===== config.mk =====
export PLATFORM = sky130hd
export DESIGN_NAME = alu_op_sequencer
export DESIGN_NICKNAME = d
export VERILOG_FILES = /design/src/rtl/alu_op_sequencer.sv
export SDC_FILE = /design/constraint.sdc
export NUM_CORES = 1
export LEC_CHECK = 0
export BUFFER_PORTS_ARGS = -buffer_cell sky130_fd_sc_hd__buf_2
export CORE_ASPECT_RATIO = 0.7
export CORE_MARGIN = 2
export CORE_UTILIZATION = 46
export DETAILED_ROUTE_END_ITERATION = 12
export PLACE_DENSITY = 0.82
export SLEW_MARGIN = 5
export SYNTH_ARGS = -nofsm -noshare
export SYNTH_HDL_FRONTEND = slang
export SYNTH_SLANG_ARGS = --single-unit

===== constraint.sdc =====
create_clock -name i_clock -period 2.3 [get_ports i_clock]
set_input_delay 0.46 -clock i_clock [delete_from_list [all_inputs] [get_ports i_clock]]
set_output_delay 0.46 -clock i_clock [all_outputs]
set_load 0.005 [all_outputs]

===== src/rtl/alu_op_sequencer.sv =====
// ---------------------------------------------------------------------------
// alu_op_sequencer
//   Hardwired control sequencer for the Mini SRC datapath. It runs instruction
//   fetch (T0..T2), decodes the IR, and steps the one-hot register, bus and
//   ALU strobes for each instruction class (3-operand, MUL/DIV with HI/LO
//   write-back, unary NEG/NOT). Bad opcodes or out-of-range register fields
//   are trapped: they skip every write-back and finish with IllegalOp.
//
// Parameters
//   REG_COUNT  number of general registers, width of Rout/Rin (2..16)
//   MEM_WAIT   extra T1 cycles holding Read/MDRin before T2 (0..7)
//
// Ports
//   i_clock      rising-edge clock
//   i_reset      synchronous, active-high reset
//   i_start      begin one instruction (sampled only in IDLE)
//   i_ir[31:0]   IR register contents, valid from T3 onward
//   o_pcout, o_zlowout, o_zhighout, o_mdrout        bus-drive strobes
//   o_marin, o_zin, o_pcin, o_mdrin, o_irin, o_yin,
//   o_hiin, o_loin                                  register load strobes
//   o_incpc, o_read                                 PC increment / memory read
//   o_rout[REG_COUNT-1:0]  one-hot register bus drive
//   o_rin[REG_COUNT-1:0]   one-hot register load
//   o_aluop[3:0]  ALU operation, valid while o_aluen is high (0 otherwise)
//   o_aluen       ALU operation valid this cycle
//   o_busy        high in every state except IDLE
//   o_done        one-cycle pulse when the instruction completes
//   o_illegalop   one-cycle pulse together with o_done on a trapped instruction
// ---------------------------------------------------------------------------
module alu_op_sequencer #(
  parameter int REG_COUNT = 16,
  parameter int MEM_WAIT  = 0
) (
  input  logic                 i_clock,
  input  logic                 i_reset,
  input  logic                 i_start,
  input  logic [31:0]          i_ir,
  output logic                 o_pcout,
  output logic                 o_zlowout,
  output logic                 o_zhighout,
  output logic                 o_mdrout,
  output logic                 o_marin,
  output logic                 o_zin,
  output logic                 o_pcin,
  output logic                 o_mdrin,
  output logic                 o_irin,
  output logic                 o_yin,
  output logic                 o_hiin,
  output logic                 o_loin,
  output logic                 o_incpc,
  output logic                 o_read,
  output logic [REG_COUNT-1:0] o_rout,
  output logic [REG_COUNT-1:0] o_rin,
  output logic [3:0]           o_aluop,
  output logic                 o_aluen,
  output logic                 o_busy,
  output logic                 o_done,
  output logic                 o_illegalop
);

  typedef enum logic [3:0] {
    S_IDLE, S_T0, S_T1, S_T2, S_T3, S_T4, S_T5, S_T6, S_DONE
  } state_t;

  typedef enum logic [1:0] {
    CL_3OP, CL_MULDIV, CL_UNARY, CL_BAD
  } cls_t;

  state_t     r_state;
  state_t     w_next;
  logic [2:0] r_wait;
  logic       r_illegal;

  logic [4:0] w_op;
  logic [3:0] w_ra;
  logic [3:0] w_rb;
  logic [3:0] w_rc;
  cls_t       w_cls;
  logic [3:0] w_aluop;
  logic       w_illegal;
  logic       w_wait_done;
  logic       w_unused;

  assign w_op  = i_ir[31:27];
  assign w_ra  = i_ir[26:23];
  assign w_rb  = i_ir[22:19];
  assign w_rc  = i_ir[18:15];
  // Immediate/constant bits are not used by this sequencer.
  assign w_unused = ^i_ir[14:0];

  function automatic logic reg_ok(input logic [3:0] idx);
    return int'(idx) < REG_COUNT;
  endfunction

  function automatic logic [REG_COUNT-1:0] onehot(input logic [3:0] idx);
    logic [REG_COUNT-1:0] v;
    v = '0;
    for (int i = 0; i < REG_COUNT; i++) begin
      if (int'(idx) == i) v[i] = 1'b1;
    end
    return v;
  endfunction

  // Opcode -> instruction class and ALU operation code.
  always_comb begin
    w_cls   = CL_BAD;
    w_aluop = 4'h0;
    case (w_op)
      5'h03: begin w_cls = CL_3OP;    w_aluop = 4'h2; end
      5'h04: begin w_cls = CL_3OP;    w_aluop = 4'h3; end
      5'h05: begin w_cls = CL_3OP;    w_aluop = 4'h0; end
      5'h06: begin w_cls = CL_3OP;    w_aluop = 4'h1; end
      5'h07: begin w_cls = CL_3OP;    w_aluop = 4'hA; end
      5'h08: begin w_cls = CL_3OP;    w_aluop = 4'hB; end
      5'h09: begin w_cls = CL_3OP;    w_aluop = 4'h7; end
      5'h0A: begin w_cls = CL_3OP;    w_aluop = 4'h8; end
      5'h0B: begin w_cls = CL_3OP;    w_aluop = 4'h9; end
      5'h0F: begin w_cls = CL_MULDIV; w_aluop = 4'h4; end
      5'h10: begin w_cls = CL_MULDIV; w_aluop = 4'h6; end
      5'h11: begin w_cls = CL_UNARY;  w_aluop = 4'hC; end
      5'h12: begin w_cls = CL_UNARY;  w_aluop = 4'hD; end
      default: ;
    endcase
  end

  // Rc is only read by the 3-operand class; Ra/Rb are read by every class.
  assign w_illegal = (w_cls == CL_BAD) || !reg_ok(w_ra) || !reg_ok(w_rb) ||
                     ((w_cls == CL_3OP) && !reg_ok(w_rc));

  assign w_wait_done = (r_wait == 3'(MEM_WAIT));

  always_ff @(posedge i_clock) begin
    if (i_reset) begin
      r_state   <= S_IDLE;
      r_wait    <= '0;
      r_illegal <= 1'b0;
    end else begin
      r_state <= w_next;
      // Counts completed T1 cycles; cleared everywhere else so each fetch
      // starts its memory wait from zero.
      if ((r_state == S_T1) && !w_wait_done) r_wait <= r_wait + 3'd1;
      else                                   r_wait <= '0;
      // Trap decision is taken once in T3 and reported in DONE.
      if (r_state == S_T3)        r_illegal <= w_illegal;
      else if (r_state == S_IDLE) r_illegal <= 1'b0;
    end
  end

  always_comb begin
    w_next      = r_state;
    o_pcout     = 1'b0;
    o_zlowout   = 1'b0;
    o_zhighout  = 1'b0;
    o_mdrout    = 1'b0;
    o_marin     = 1'b0;
    o_zin       = 1'b0;
    o_pcin      = 1'b0;
    o_mdrin     = 1'b0;
    o_irin      = 1'b0;
    o_yin       = 1'b0;
    o_hiin      = 1'b0;
    o_loin      = 1'b0;
    o_incpc     = 1'b0;
    o_read      = 1'b0;
    o_rout      = '0;
    o_rin       = '0;
    o_aluop     = 4'h0;
    o_aluen     = 1'b0;
    o_busy      = (r_state != S_IDLE);
    o_done      = 1'b0;
    o_illegalop = 1'b0;

    case (r_state)
      S_IDLE: begin
        if (i_start) w_next = S_T0;
      end
      S_T0: begin
        o_pcout = 1'b1;
        o_marin = 1'b1;
        o_incpc = 1'b1;
        o_zin   = 1'b1;
        w_next  = S_T1;
      end
      S_T1: begin
        o_zlowout = 1'b1;
        o_read    = 1'b1;
        o_mdrin   = 1'b1;
        // PC is reloaded once; later wait cycles only hold the read.
        o_pcin    = (r_wait == 3'd0);
        if (w_wait_done) w_next = S_T2;
      end
      S_T2: begin
        o_mdrout = 1'b1;
        o_irin   = 1'b1;
        w_next   = S_T3;
      end
      S_T3: begin
        if (w_illegal) begin
          w_next = S_DONE;
        end else begin
          w_next = S_T4;
          case (w_cls)
            CL_3OP: begin
              o_rout = onehot(w_rb);
              o_yin  = 1'b1;
            end
            CL_MULDIV: begin
              o_rout = onehot(w_ra);
              o_yin  = 1'b1;
            end
            CL_UNARY: begin
              o_rout  = onehot(w_rb);
              o_aluen = 1'b1;
              o_aluop = w_aluop;
              o_zin   = 1'b1;
            end
            default: ;
          endcase
        end
      end
      S_T4: begin
        w_next = S_T5;
        case (w_cls)
          CL_3OP: begin
            o_rout  = onehot(w_rc);
            o_aluen = 1'b1;
            o_aluop = w_aluop;
            o_zin   = 1'b1;
          end
          CL_MULDIV: begin
            o_rout  = onehot(w_rb);
            o_aluen = 1'b1;
            o_aluop = w_aluop;
            o_zin   = 1'b1;
          end
          CL_UNARY: begin
            o_zlowout = 1'b1;
            o_rin     = onehot(w_ra);
            w_next    = S_DONE;
          end
          default: w_next = S_DONE;
        endcase
      end
      S_T5: begin
        w_next    = S_DONE;
        o_zlowout = 1'b1;
        if (w_cls == CL_MULDIV) begin
          o_loin = 1'b1;
          w_next = S_T6;
        end else begin
          o_rin = onehot(w_ra);
        end
      end
      S_T6: begin
        o_zhighout = 1'b1;
        o_hiin     = 1'b1;
        w_next     = S_DONE;
      end
      S_DONE: begin
        o_done      = 1'b1;
        o_illegalop = r_illegal;
        w_next      = S_IDLE;
      end
      default: w_next = S_IDLE;
    endcase
  end

endmodule


==> metrics.yaml <==
run_status:
  status: "finished with violations"
  violations: "negative setup slack"
synth:
  synth_edf_count: 0
  ys_types: 49
  async_reset_ff_share_pct: 0
  synth-xor-area-share_pct: 2.120
  synth_top_family_by_area: "compound AO/OA/AOI/OAI gates"
  ys.flop_type: "dfxtp_1"
  synthAdderAreaFrac_pct: 1.514
  synth_seq_cells: 8
  synth_mux_area_share_pct: 1.211
  ys_seq_area_share_pct: 9.690
  synth_nets: 292
  netlist_area_sq_um: 1653
  synth_compound_area_share_pct: 39.52
  yosysWarnings: 0
  avgSynthCellArea_sq_um: 6.482
  netlist_instances: 255
  yosys.area_share.simple_pct: 36.34
timing:
  finalMaxSlewViolations: 0
  rsz0062_at_grt: "true"
  hold_slack_ns: 0.4398
  worstMarginPinSlew_ns: 0.4801
  fin_crit_ns: 2.354
  setup_violations: 7
  fin_ws_ns: -0.05418
  hold_violations: 0
  fmax_mhz: 424.8
  final.period_utilization_pct: 102.4
  max_slew_margin_pct: 68.00
  finClkSkew_ns: 0.002174
route:
  viasPerCell: 5.933
  drt-total-wl_um: 6243
  drt_first_pass_iters: 5
  drt_iter0_markers: 206
  routedWlPerCell_um: 15.53
  vias: 2385
  ant_nets: 0
  drc: 0
floorplan:
  dieArea_sq_um: 4096
  rows: 18
  die_x_um: 75.65
  core_area_sq_um: 3491
  die_y_um: 54.15
  ios: 89
  start_util_pct: 47.35
pwr:
  power_density_nw_per_um2: 259.5
  p_seq_share_pct: 21.2
  ir_drop_mv: 0.5373
  swShare_pct: 39.11
  leakage_nw: 1.205
  power.switching_mw: 0.2758
  clkPwrFrac_pct: 24.9
  pwr-share-comb_pct: 53.9
  total_power_mw: 0.7051
  p_int_mw: 0.4293
global_route:
  grt_max_degree: 18
  use_met1_pct: 39.58
  top_usage_layer: "met2"
  grt_overflow: 0
  met3_usage_pct: 3.933
  globalRouteMet2Util_pct: 48.70
  grt_pass1_wl_um: 9142
  grt_pass1_vias: 2018
  antenna_found_initial: 0
  track_usage_pct: 28.86
run:
  cap_violations: 0
placement:
  gp_congestion: 0.9418
  place.port_buffers: 73
  dpl.hpwl_um: 4373
clock_tree:
  root_buffer: "clkbuf_8"
  cts_tree: "built"
  clock_latency_ns: 0.23
  ctsHtreeMaxLevel: 1
  cts_buffer_depth: 2
  cts.sink_count: 8
  clk_pin_slew_ns: 0.04
  cts_buffers: 3
worst_hold_path:
  hp-class: "input port to register"
worst_setup_path:
  cp.depth: 8
  worstPathMaxFanout: 6
  setup.worst_path.start: "i_ir[30]"
  setup.worst_path.end: "o_rout[6]"
  worstReg2RegEnd: "r_state[2]"
  rrSetupSlack_ns: 0.63
  cp_num_buf_inv: 3
  max_stage_delay_ns: 0.29
  cp-start-kind: "input port"
  timing.rr.start: "r_state[3]"
  cp-end-kind: "output pin"
  worstSetupPathType: "input port to output pin"
  crit_slowest_cell: "o32ai_2"
  cp_top_family: "simple AND/OR/NAND/NOR gates"
  critPathArrivalTime_ns: 1.89
  r2r_cells: 6
  worstPathRequired_ns: 1.84
  worstPathCellList: "buf_8 > buf_4 > and2_4 > nor3_4 > nand2_2 > o32ai_2 > a22o_1 > buf_2"
finish:
  diodes: 0
  drive_gt1_share_pct: 51.42
  fin_nets: 391
  seqCellArea_sq_um: 160.2
  fillCellCount: 250
  utilization_pct: 77.85
  area_growth_syn_to_layout_pct: 64.42
  multi_input_area_sq_um: 1633
-- layout make-up --
type | count | share of cell area (%)
Sequential cell | 8 | 5.893
Tap cell | 50 | 2.302
Inverter | 8 | 1.105
Timing Repair Buffer | 119 | 29.10
Clock buffer | 3 | 1.519
Multi-Input combinational cell | 214 | 60.08
-- sequential cells by signal (all words and copies together) (netlist names) --
register   count
r_illegal      1
r_state        4
r_wait         3
-- power groups by stage --
| stage | registers [mW] | clock network (mW) | logic (mW) |
|---|---|---|---|
| finish | 0.150 | 0.175 | 0.380 |
| global route | 0.150 | 0.182 | 0.411 |
| CTS | 0.149 | 0.177 | 0.333 |
| detailed placement | 0.151 | 0 | 0.313 |
| global placement | 0.151 | 0 | 0.307 |
| floorplan | 0.149 | 0 | 0.187 |
-- kinds of logic after synthesis --
family,Yosys count
xor gates and xnor gates,4
muxes,2
adders and majority gates,2
buffers and inverters,33
and+or+nand+nor,120
DFF,8
AOI/OAI and AO/OA,86
-- Yosys cell counts, types with 2 or more instances --
| cell type | count | share of area [%] |
|---|---|---|
| a32oi_1 | 2 | 1.1 |
| a21oi_1 | 4 | 1.2 |
| o21a_1 | 2 | 0.91 |
| mux2i_1 | 2 | 1.2 |
| a22oi_1 | 2 | 0.91 |
| and3_1 | 2 | 0.76 |
| dfxtp_1 | 8 | 9.7 |
| nand3b_1 | 3 | 1.4 |
| buf_2 | 7 | 2.1 |
| o21ai_0 | 5 | 1.5 |
| nor2_1 | 35 | 7.9 |
| and2_1 | 3 | 1.1 |
| o32ai_1 | 10 | 5.3 |
| xnor2_1 | 3 | 1.6 |
| buf_1 | 4 | 0.91 |
| or2_2 | 3 | 1.1 |
| nor2b_1 | 6 | 2.3 |
| ha_1 | 2 | 1.5 |
| nand2_1 | 27 | 6.1 |
| buf_4 | 7 | 3.2 |
| inv_1 | 8 | 1.8 |
| a22o_1 | 16 | 8.5 |
| o211ai_1 | 3 | 1.4 |
| nor4_1 | 3 | 1.1 |
| o32a_1 | 2 | 1.2 |
| nand2b_1 | 19 | 7.2 |
| clkbuf_1 | 7 | 1.6 |
| nor3_1 | 7 | 2.1 |
| o22ai_1 | 27 | 10 |
| nand3_1 | 7 | 2.1 |
-- through the flow --
stage / instances / instance area (sq um) / setup slack, ns / TNS [ns]
finish: 402 / 2718 / -0.05418 / -0.1060
floorplan: 255 / 1653 / 0.1768 / 0
global route: 402 / 2718 / -0.1002 / -1.008
detailed placement: 397 / 2295 / -0.1250 / -1.832
global placement: 397 / 2295 / -0.1133 / -1.619
CTS: 402 / 2469 / -0.009891 / -0.009921
-- how the worst min path moves through the flow --
stage	depth (start not counted)	slack, ns	endpoint	start
finish	2	0.44	r_illegal	i_reset
global route	2	0.46	r_illegal	i_reset
CTS	2	0.44	r_illegal	i_reset
detailed placement	1	0.44	r_wait[0]	r_wait[0]
global placement	1	0.43	r_wait[0]	r_wait[0]
floorplan	1	0.42	r_wait[0]	r_wait[0]
-- what timing repair did --
action | CTS | global route
gates resized for setup | 24 | 53
hold buffers | 0 | 0
buffers inserted | 2 | 0
pin swaps | 10 | 23
endpoints found under the setup margin | 30 | 35
-- per-layer routing --
layer | vias to the layer above | share of wire, %
li1 | 1152 | -
met4 | 0 | 0.82
met2 | 124 | 46
met5 | - | 0
met3 | 8 | 7.6
met1 | 1101 | 45
-- cells in the final DEF, fill, tap and decap left out, types with 3 or more instances in the layout --
master and instances:
nand2_2 6, or2_2 3, xnor2_1 3, buf_12 3, nor2_2 4, clkbuf_8 3, o32ai_2 9, a22o_1 16
o22ai_1 19, nand2b_4 4, dfxtp_1 8, nor4_1 3, nand2_1 19, nor2_1 30, o21ai_0 4, nand3_1 3
inv_1 8, buf_4 42, nand3b_1 3, o22ai_2 8, a21oi_1 3, nor2b_1 4, nand2b_1 15, o211ai_1 3
nor3_1 5, buf_6 4, buf_2 68
No activity file was read; power rests on OpenSTA's default activity.
